===== config.mk =====
export PLATFORM = sky130hd
export DESIGN_NAME = pc_flow_sequencer_flat
export DESIGN_NICKNAME = d
export VERILOG_FILES = /design/src/rtl/pc_flow_sequencer_if.sv /design/src/rtl/pc_flow_sequencer.sv /design/src/flat_wrapper.sv
export SDC_FILE = /design/constraint.sdc
export NUM_CORES = 1
export LEC_CHECK = 0
export ABC_AREA = 0
export CAP_MARGIN = 20
export CORE_ASPECT_RATIO = 1.5
export CORE_UTILIZATION = 50
export CTS_CLUSTER_SIZE = 16
export DETAILED_ROUTE_END_ITERATION = 10
export GPL_ROUTABILITY_DRIVEN = 0
export MAX_ROUTING_LAYER = met4
export PLACE_DENSITY = 0.82
export SLEW_MARGIN = 20
export SYNTH_ARGS = -nofsm -noshare
export SYNTH_HDL_FRONTEND = slang
export SYNTH_SLANG_ARGS = --single-unit

===== constraint.sdc =====
create_clock -name clk -period 3.5 [get_ports clk]
set_clock_uncertainty 0.05 [all_clocks]
set_input_delay 0.7 -clock clk [delete_from_list [all_inputs] [get_ports clk]]
set_output_delay 0.7 -clock clk [all_outputs]
set_load 0.03 [all_outputs]

===== src/rtl/pc_flow_sequencer_if.sv =====
// -----------------------------------------------------------------------------
// pc_flow_sequencer_if
//
// Purpose:
//   Data-memory stack port between the PC flow sequencer (master) and the
//   stack memory (slave). One 16-bit half-word moves per completed access.
//
// Signals:
//   memReq   master->slave  stack access request
//   memWrite master->slave  1 = push, 0 = pop
//   memWdata master->slave  push data (16 bits)
//   memAck   slave->master  access complete; memRdata valid in the same cycle
//   memRdata slave->master  pop data (16 bits)
// -----------------------------------------------------------------------------
interface pc_flow_sequencer_if;
    logic        memReq;
    logic        memWrite;
    logic [15:0] memWdata;
    logic        memAck;
    logic [15:0] memRdata;

    modport master (
        output memReq,
        output memWrite,
        output memWdata,
        input  memAck,
        input  memRdata
    );

    modport slave (
        input  memReq,
        input  memWrite,
        input  memWdata,
        output memAck,
        output memRdata
    );
endinterface


===== src/rtl/pc_flow_sequencer.sv =====
// -----------------------------------------------------------------------------
// pc_flow_sequencer
//
// Purpose:
//   Sequences the 32-bit PC through interrupt entry and return-from-interrupt.
//   Interrupt entry: drain the pipeline, push PC[31:16] then PC[15:0] to the
//   stack, then assert startINT (with a one-cycle intAck). Return: pop the low
//   half then the high half, then drive writePcHigh and writePcLow with
//   returnAddress.
//
// Parameters:
//   DRAIN_CYCLES  cycles INTStall is held before the first push (1..15)
//
// Ports:
//   clk            clock, all state updates on posedge
//   Rst            synchronous active-high reset
//   intReq         level interrupt request, held until intAck
//   retReq         one-cycle RET/RTI pulse from decode
//   stallIn        pipeline hazard stall (control hazard OR load-use)
//   pcIn           current PC value
//   mem            stack port (pc_flow_sequencer_if.master)
//   startINT       PC loads the interrupt vector
//   INTStall       freeze PC increment
//   writePcHigh    PC[31:16] <= returnAddress
//   writePcLow     PC[15:0]  <= returnAddress
//   returnAddress  half-word for the PC writes, 0 outside the write states
//   intAck         one-cycle pulse with the first startINT cycle
//   busy           sequencer not idle
//
// Configuration macro:
//   PCSEQ_INT_MASK_EN  when defined, an intEn flag blocks new interrupt entry
//                      from vector dispatch until a return completes.
//
// All outputs are decoded from registered state and saved registers only, so
// they change only at posedge and are stable for the PC register's negedge.
// -----------------------------------------------------------------------------
module pc_flow_sequencer #(
    parameter int unsigned DRAIN_CYCLES = 3
) (
    input  logic                        clk,
    input  logic                        Rst,
    input  logic                        intReq,
    input  logic                        retReq,
    input  logic                        stallIn,
    input  logic [31:0]                 pcIn,
    pc_flow_sequencer_if.master         mem,
    output logic                        startINT,
    output logic                        INTStall,
    output logic                        writePcHigh,
    output logic                        writePcLow,
    output logic [15:0]                 returnAddress,
    output logic                        intAck,
    output logic                        busy
);

    typedef enum logic [3:0] {
        S_IDLE    = 4'd0,
        S_DRAIN   = 4'd1,
        S_PUSH_HI = 4'd2,
        S_PUSH_LO = 4'd3,
        S_VECTOR  = 4'd4,
        S_POP_LO  = 4'd5,
        S_POP_HI  = 4'd6,
        S_WR_HI   = 4'd7,
        S_WR_LO   = 4'd8
    } state_t;

    localparam logic [3:0] DRAIN_LOAD = 4'(DRAIN_CYCLES - 1);

    state_t      state_q, state_d;
    logic [3:0]  cnt_q;
    logic [31:0] savedPc_q;
    logic [15:0] retLo_q;
    logic [15:0] retHi_q;
    logic        firstVec_q;
    logic        intGate;
    logic        enterVector;

`ifdef PCSEQ_INT_MASK_EN
    logic        intEn_q;

    // Blocks nested entry between vector dispatch and the completed return.
    always_ff @(posedge clk) begin
        if (Rst) begin
            intEn_q <= 1'b1;
        end else if (enterVector) begin
            intEn_q <= 1'b0;
        end else if (state_q == S_WR_LO && state_d == S_IDLE) begin
            intEn_q <= 1'b1;
        end
    end

    assign intGate = intEn_q;
`else
    assign intGate = 1'b1;
`endif

    assign enterVector = (state_d == S_VECTOR) && (state_q != S_VECTOR);

    // State register
    always_ff @(posedge clk) begin
        if (Rst) begin
            state_q <= S_IDLE;
        end else begin
            state_q <= state_d;
        end
    end

    // Next-state logic; retReq wins over intReq in IDLE
    always_comb begin
        state_d = state_q;
        unique case (state_q)
            S_IDLE: begin
                if (retReq) begin
                    state_d = S_POP_LO;
                end else if (intReq && intGate) begin
                    state_d = S_DRAIN;
                end
            end
            S_DRAIN: begin
                if (!stallIn && cnt_q == 4'd0) begin
                    state_d = S_PUSH_HI;
                end
            end
            S_PUSH_HI: if (mem.memAck) state_d = S_PUSH_LO;
            S_PUSH_LO: if (mem.memAck) state_d = S_VECTOR;
            S_VECTOR:  if (!stallIn)   state_d = S_IDLE;
            S_POP_LO:  if (mem.memAck) state_d = S_POP_HI;
            S_POP_HI:  if (mem.memAck) state_d = S_WR_HI;
            S_WR_HI:   if (!stallIn)   state_d = S_WR_LO;
            S_WR_LO:   if (!stallIn)   state_d = S_IDLE;
            default:   state_d = S_IDLE;
        endcase
    end

    // Drain counter, saved PC and popped halves
    always_ff @(posedge clk) begin
        if (Rst) begin
            cnt_q      <= 4'd0;
            savedPc_q  <= 32'd0;
            retLo_q    <= 16'd0;
            retHi_q    <= 16'd0;
            firstVec_q <= 1'b0;
        end else begin
            if (state_q == S_IDLE && state_d == S_DRAIN) begin
                cnt_q     <= DRAIN_LOAD;
                savedPc_q <= pcIn;
            end else if (state_q == S_DRAIN && !stallIn && cnt_q != 4'd0) begin
                cnt_q <= cnt_q - 4'd1;
            end
            if (state_q == S_POP_LO && mem.memAck) begin
                retLo_q <= mem.memRdata;
            end
            if (state_q == S_POP_HI && mem.memAck) begin
                retHi_q <= mem.memRdata;
            end
            // Marks only the first VECTOR cycle so intAck stays a single pulse
            // even when stallIn holds the FSM in VECTOR.
            firstVec_q <= enterVector;
        end
    end

    // Output decode
    always_comb begin
        mem.memReq    = 1'b0;
        mem.memWrite  = 1'b0;
        mem.memWdata  = 16'd0;
        startINT      = 1'b0;
        INTStall      = 1'b0;
        writePcHigh   = 1'b0;
        writePcLow    = 1'b0;
        returnAddress = 16'd0;
        intAck        = 1'b0;
        busy          = (state_q != S_IDLE);
        unique case (state_q)
            S_DRAIN: begin
                INTStall = 1'b1;
            end
            S_PUSH_HI: begin
                mem.memReq   = 1'b1;
                mem.memWrite = 1'b1;
                mem.memWdata = savedPc_q[31:16];
                INTStall     = 1'b1;
            end
            S_PUSH_LO: begin
                mem.memReq   = 1'b1;
                mem.memWrite = 1'b1;
                mem.memWdata = savedPc_q[15:0];
                INTStall     = 1'b1;
            end
            S_VECTOR: begin
                startINT = 1'b1;
                INTStall = 1'b1;
                intAck   = firstVec_q;
            end
            S_POP_LO, S_POP_HI: begin
                mem.memReq = 1'b1;
                INTStall   = 1'b1;
            end
            S_WR_HI: begin
                writePcHigh   = 1'b1;
                returnAddress = retHi_q;
            end
            S_WR_LO: begin
                writePcLow    = 1'b1;
                returnAddress = retLo_q;
            end
            default: begin
            end
        endcase
    end

endmodule


===== src/flat_wrapper.sv =====
// flat-port wrapper written by rule: the top's interface ports become plain ports
module pc_flow_sequencer_flat 
#(
    parameter int unsigned DRAIN_CYCLES = 3
)
  (clk, Rst, intReq, retReq, stallIn, pcIn, startINT, INTStall, writePcHigh, writePcLow, returnAddress, intAck, busy, mem_memReq, mem_memWrite, mem_memWdata, mem_memAck, mem_memRdata);
  pc_flow_sequencer_if mem_i ();
  input  logic clk;
  input  logic Rst;
  input  logic intReq;
  input  logic retReq;
  input  logic stallIn;
  input  logic [31:0] pcIn;
  output logic startINT;
  output logic INTStall;
  output logic writePcHigh;
  output logic writePcLow;
  output logic [15:0] returnAddress;
  output logic intAck;
  output logic busy;
  output wire logic [$bits(mem_i.memReq)-1:0] mem_memReq;
  output wire logic [$bits(mem_i.memWrite)-1:0] mem_memWrite;
  output wire logic [$bits(mem_i.memWdata)-1:0] mem_memWdata;
  input wire logic [$bits(mem_i.memAck)-1:0] mem_memAck;
  input wire logic [$bits(mem_i.memRdata)-1:0] mem_memRdata;
  assign mem_memReq = mem_i.memReq;
  assign mem_memWrite = mem_i.memWrite;
  assign mem_memWdata = mem_i.memWdata;
  assign mem_i.memAck = mem_memAck;
  assign mem_i.memRdata = mem_memRdata;
  pc_flow_sequencer #(.DRAIN_CYCLES(DRAIN_CYCLES)) u_core (.clk(clk), .Rst(Rst), .intReq(intReq), .retReq(retReq), .stallIn(stallIn), .pcIn(pcIn), .mem(mem_i), .startINT(startINT), .INTStall(INTStall), .writePcHigh(writePcHigh), .writePcLow(writePcLow), .returnAddress(returnAddress), .intAck(intAck), .busy(busy));
endmodule

==> key figures <==
Synth
  – Top FF cell, synth: dfxtp_1
  – Syn Inst Count: 403
  – Leading area contributor after synthesis: dfxtp_1
  – Yosys top cell area share: 40.5%
  – Top cells by area, synth: dfxtp_1 40%, nand2b_1 11%, mux2i_1 9.2%
  – Mean Syn Cell Area: 8.95 sq um
  – Post-synth EDFFs: 0
  – Synth Cell Area: 3610 sq um
  – Post-Syn Nets: 459
  – Ys async rst share: 0%
  – Sequential fraction of the synthesis area: 40.5%
  – Yosys reg bits: 73
  – Synth Warn #: 0
  – Netlist cell types: 39

Global routing
  – Largest net degree at the start of global routing: 65
  – Vias in the first global route: 3063
  – First-pass GRT wire length: 13700 um
  – Overflow after GRT: 0
  – Total global-route track usage: 23.5%
  – Initial antenna violation count: 0

Cells and area
  – Final Non-Filler Cells: 568
  – Antenna diodes: 0
  – Layout cells sized above 1: 8.37%
  – Area growth from synthesis to layout: 32.8%
  – Final net count: 541
  – Final Util: 69.5%
  – Final instance area: 4790 sq um

Routing
  – Uppermost routed layer: met4
  – Detailed Route Iter0 Violations: 135
  – M1 WL: 3470 um
  – Vias per cell: 5.47
  – Routed WL: 8330 um
  – # DRC: 7
  – WL met3: 511 um
  – Vias after detailed routing: 3106
  – Final ANT Viol Nets: 0
  – First-pass DRT Iterations: 9
  – WL per Instance: 14.7 um
  – Met2 routed WL: 4240 um

STA
  – Crit share post-route: 92.6%
  – Final Hold Viols: 0
  – Final setup vio count: 0
  – Hold slack: 0.406 ns
  – Slew Limit Fails: 0
  – Worst Tran Pin Value: 0.694 ns
  – F_max: 309 MHz
  – RSZ-0062 raised after global routing: no
  – Min Tclk post-route: 3.24 ns
  – Total Negative Setup Slacks: 0 ns
  – Post-route setup slack: 0.260 ns
  – Slew HR: 53.6%

Clocking
  – CTS clk-pin slew, worst paths: 0.08 ns
  – Post-CTS Setup Bufs: 0
  – Hold-fix buffers, CTS: 0
  – Clk buf depth: 2
  – TritonCTS clock tree: yes
  – Clk_lat worst skew: 0.35 ns
  – CTS Sinks: 73
  – CTS root buf: clkbuf_8
  – H-tree levels: 3
  – CTS Buf Count: 9

Floorplanning
  – Num rows: 37
  – Core area: 6900 sq um
  – Chip height: 106 um
  – # IOs: 94
  – Die Area: 7570 sq um
  – Starting Density: 52.3%
  – Die Width: 71.4 um

Worst setup path
  – R2R cell count: 5
  – Crit Path Max Fanout: 17
  – Critical path class: flop to output port
  – Worst r2r dst: u_core.savedPc_q[7]
  – Critical Path, Cell by Cell: nor2b_1, nor3b_2, buf_4, a22o_1, clkdlybuf4s50_1
  – CP required: 2.75 ns
  – Crit path DAT: 2.49 ns
  – Reg2reg setup slack: 1.25 ns
  – RR Startpoint: u_core.state_q[0]
  – Setup crit start kind: flop
  – Delay of the slowest critical-path stage: 0.69 ns
  – Crit path capture type: output port
  – Slowest CP cell: clkdlybuf4s50_1

Placement
  – DP Cell Count: 552
  – Detail Placement HPWL: 5600 um
  – IO Port Bufs: 93
  – Dpl cell area: 4550 sq um
  – Worst slack, placed: 0.505 ns

Hold path
  – Beginning of the worst hold path: u_core.retLo_q[12]
  – Hold crit path type: flop to flop
  – Hold EP: u_core.retLo_q[12]
  – Hold path depth: 2

Power and ir drop
  – Power, Total: 2.21 mW
  – Max IR drop VDD: 300 uV
  – Pleak: 1.69 nW
  – Pwr Density: 461 nW/um^2

Run
  – Max-cap violations: 0

Status
  – Failing checks: design-rule violations
  – Status: finished with violations
## layout by cell type (no fill, tap or decap), drive strengths merged, types with 2 or more instances in the layout
cell,netlist,routed
and2,2,2
a22o,33,33
nand2,68,68
mux2i,33,33
buf,13,10
inv,3,3
a211oi,2,2
bufinv,0,3
ha,2,2
nor4,3,3
clkdlybuf4s50,0,92
clkbuf,18,11
nand3b,2,2
nor3,9,9
a2111oi,2,2
nand2b,65,65
nor4b,2,2
nand3,2,2
and3,3,3
a21oi,38,38
nor2b,5,5
xnor2,3,3
nor2,9,9
dfxtp,73,73
nor3b,3,3
## worst max path at each step
| stage | from | endpoint | slack (ns) | cells past startpoint |
|---|---|---|---|---|
| 2_1_floorplan | u_core.state_q[1] | intAck | 1.03 | 3 |
| 3_3_place_gp | u_core.state_q[1] | mem_memWdata[8] | 0.61 | 5 |
| 3_5_place_dp | u_core.state_q[1] | mem_memWdata[7] | 0.51 | 5 |
| 4_1_cts | u_core.state_q[1] | mem_memWdata[8] | 0.09 | 5 |
| 5_1_grt | u_core.state_q[1] | mem_memWdata[8] | 0.12 | 5 |
| 6_report | u_core.state_q[1] | mem_memWdata[8] | 0.26 | 5 |
## cells in the mapped netlist, types with 3 or more instances
| master | count |
|---|---|
| dfxtp_1 | 73 |
| nand2_1 | 68 |
| nand2b_1 | 65 |
| a21oi_1 | 38 |
| a22o_1 | 33 |
| mux2i_1 | 33 |
| clkbuf_1 | 18 |
| buf_2 | 9 |
| nor2_1 | 8 |
| nor2b_1 | 5 |
| nor3_1 | 5 |
| nor3_2 | 4 |
| and3_1 | 3 |
| buf_12 | 3 |
| inv_1 | 3 |
| xnor2_1 | 3 |
## registers in the layout, summed over array words and instances (netlist names)
| register | cells |
|---|---|
| u_core.cnt_q | 4 |
| u_core.firstVec_q | 1 |
| u_core.retHi_q | 16 |
| u_core.retLo_q | 16 |
| u_core.savedPc_q | 32 |
| u_core.state_q | 4 |
## layer usage
| layer | track usage [%] | vias up |
|---|---|---|
| met4 | 8.14 | 0 |
| met2 | 41.0 | 83 |
| met5 | - | - |
| met1 | 25.0 | 1472 |
| li1 | - | 1544 |
| met3 | 6.82 | 7 |
## cell families (layout without fill, tap and decap cells)
kind of cell | count (synthesis) | in the layout | synth area share (%)
XOR/XNOR | 3 | 3 | 0.728
flip-flops | 73 | 73 | 40.5
buffers and inverters | 34 | 121 | 5.41
multiplexers | 33 | 33 | 9.15
AO/OA/AOI/OAI | 78 | 78 | 14.8
AND/OR/NAND/NOR | 180 | 180 | 28.7
adder cells (fa/ha/maj) | 2 | 2 | 0.693
## critical path, delay by kind of cell (launching register included)
kind / cells / cell delay (ns)
AOI/OAI and AO/OA: 1 / 0.16
and+or+nand+nor: 2 / 0.52
DFF: 1 / 0.51
buffers and inverters: 2 / 0.94
## cell type report
class / count / area, sq um
clock inverter: 5 / 103
timing repair buffer: 102 / 1020
inverter: 3 / 11.3
fill: 568 / 2110
multi-input combinational: 296 / 1960
sequential: 73 / 1460
clock buffer: 11 / 141
tap: 78 / 97.6
## report_power, final
part / internal [mW] / total, mW / switching [mW]
Clock: 0.492 / 0.804 / 0.313
Combinational: 0.228 / 0.472 / 0.244
Sequential: 0.882 / 0.932 / 0.0503
## repair_timing
| item | CTS | global route |
|---|---|---|
| endpoints found under the hold margin | 0 | 0 |
| resized for setup | 0 | 1 |
| endpoints found under the setup margin | 0 | 16 |
No activity file was read; power rests on OpenSTA's default activity.
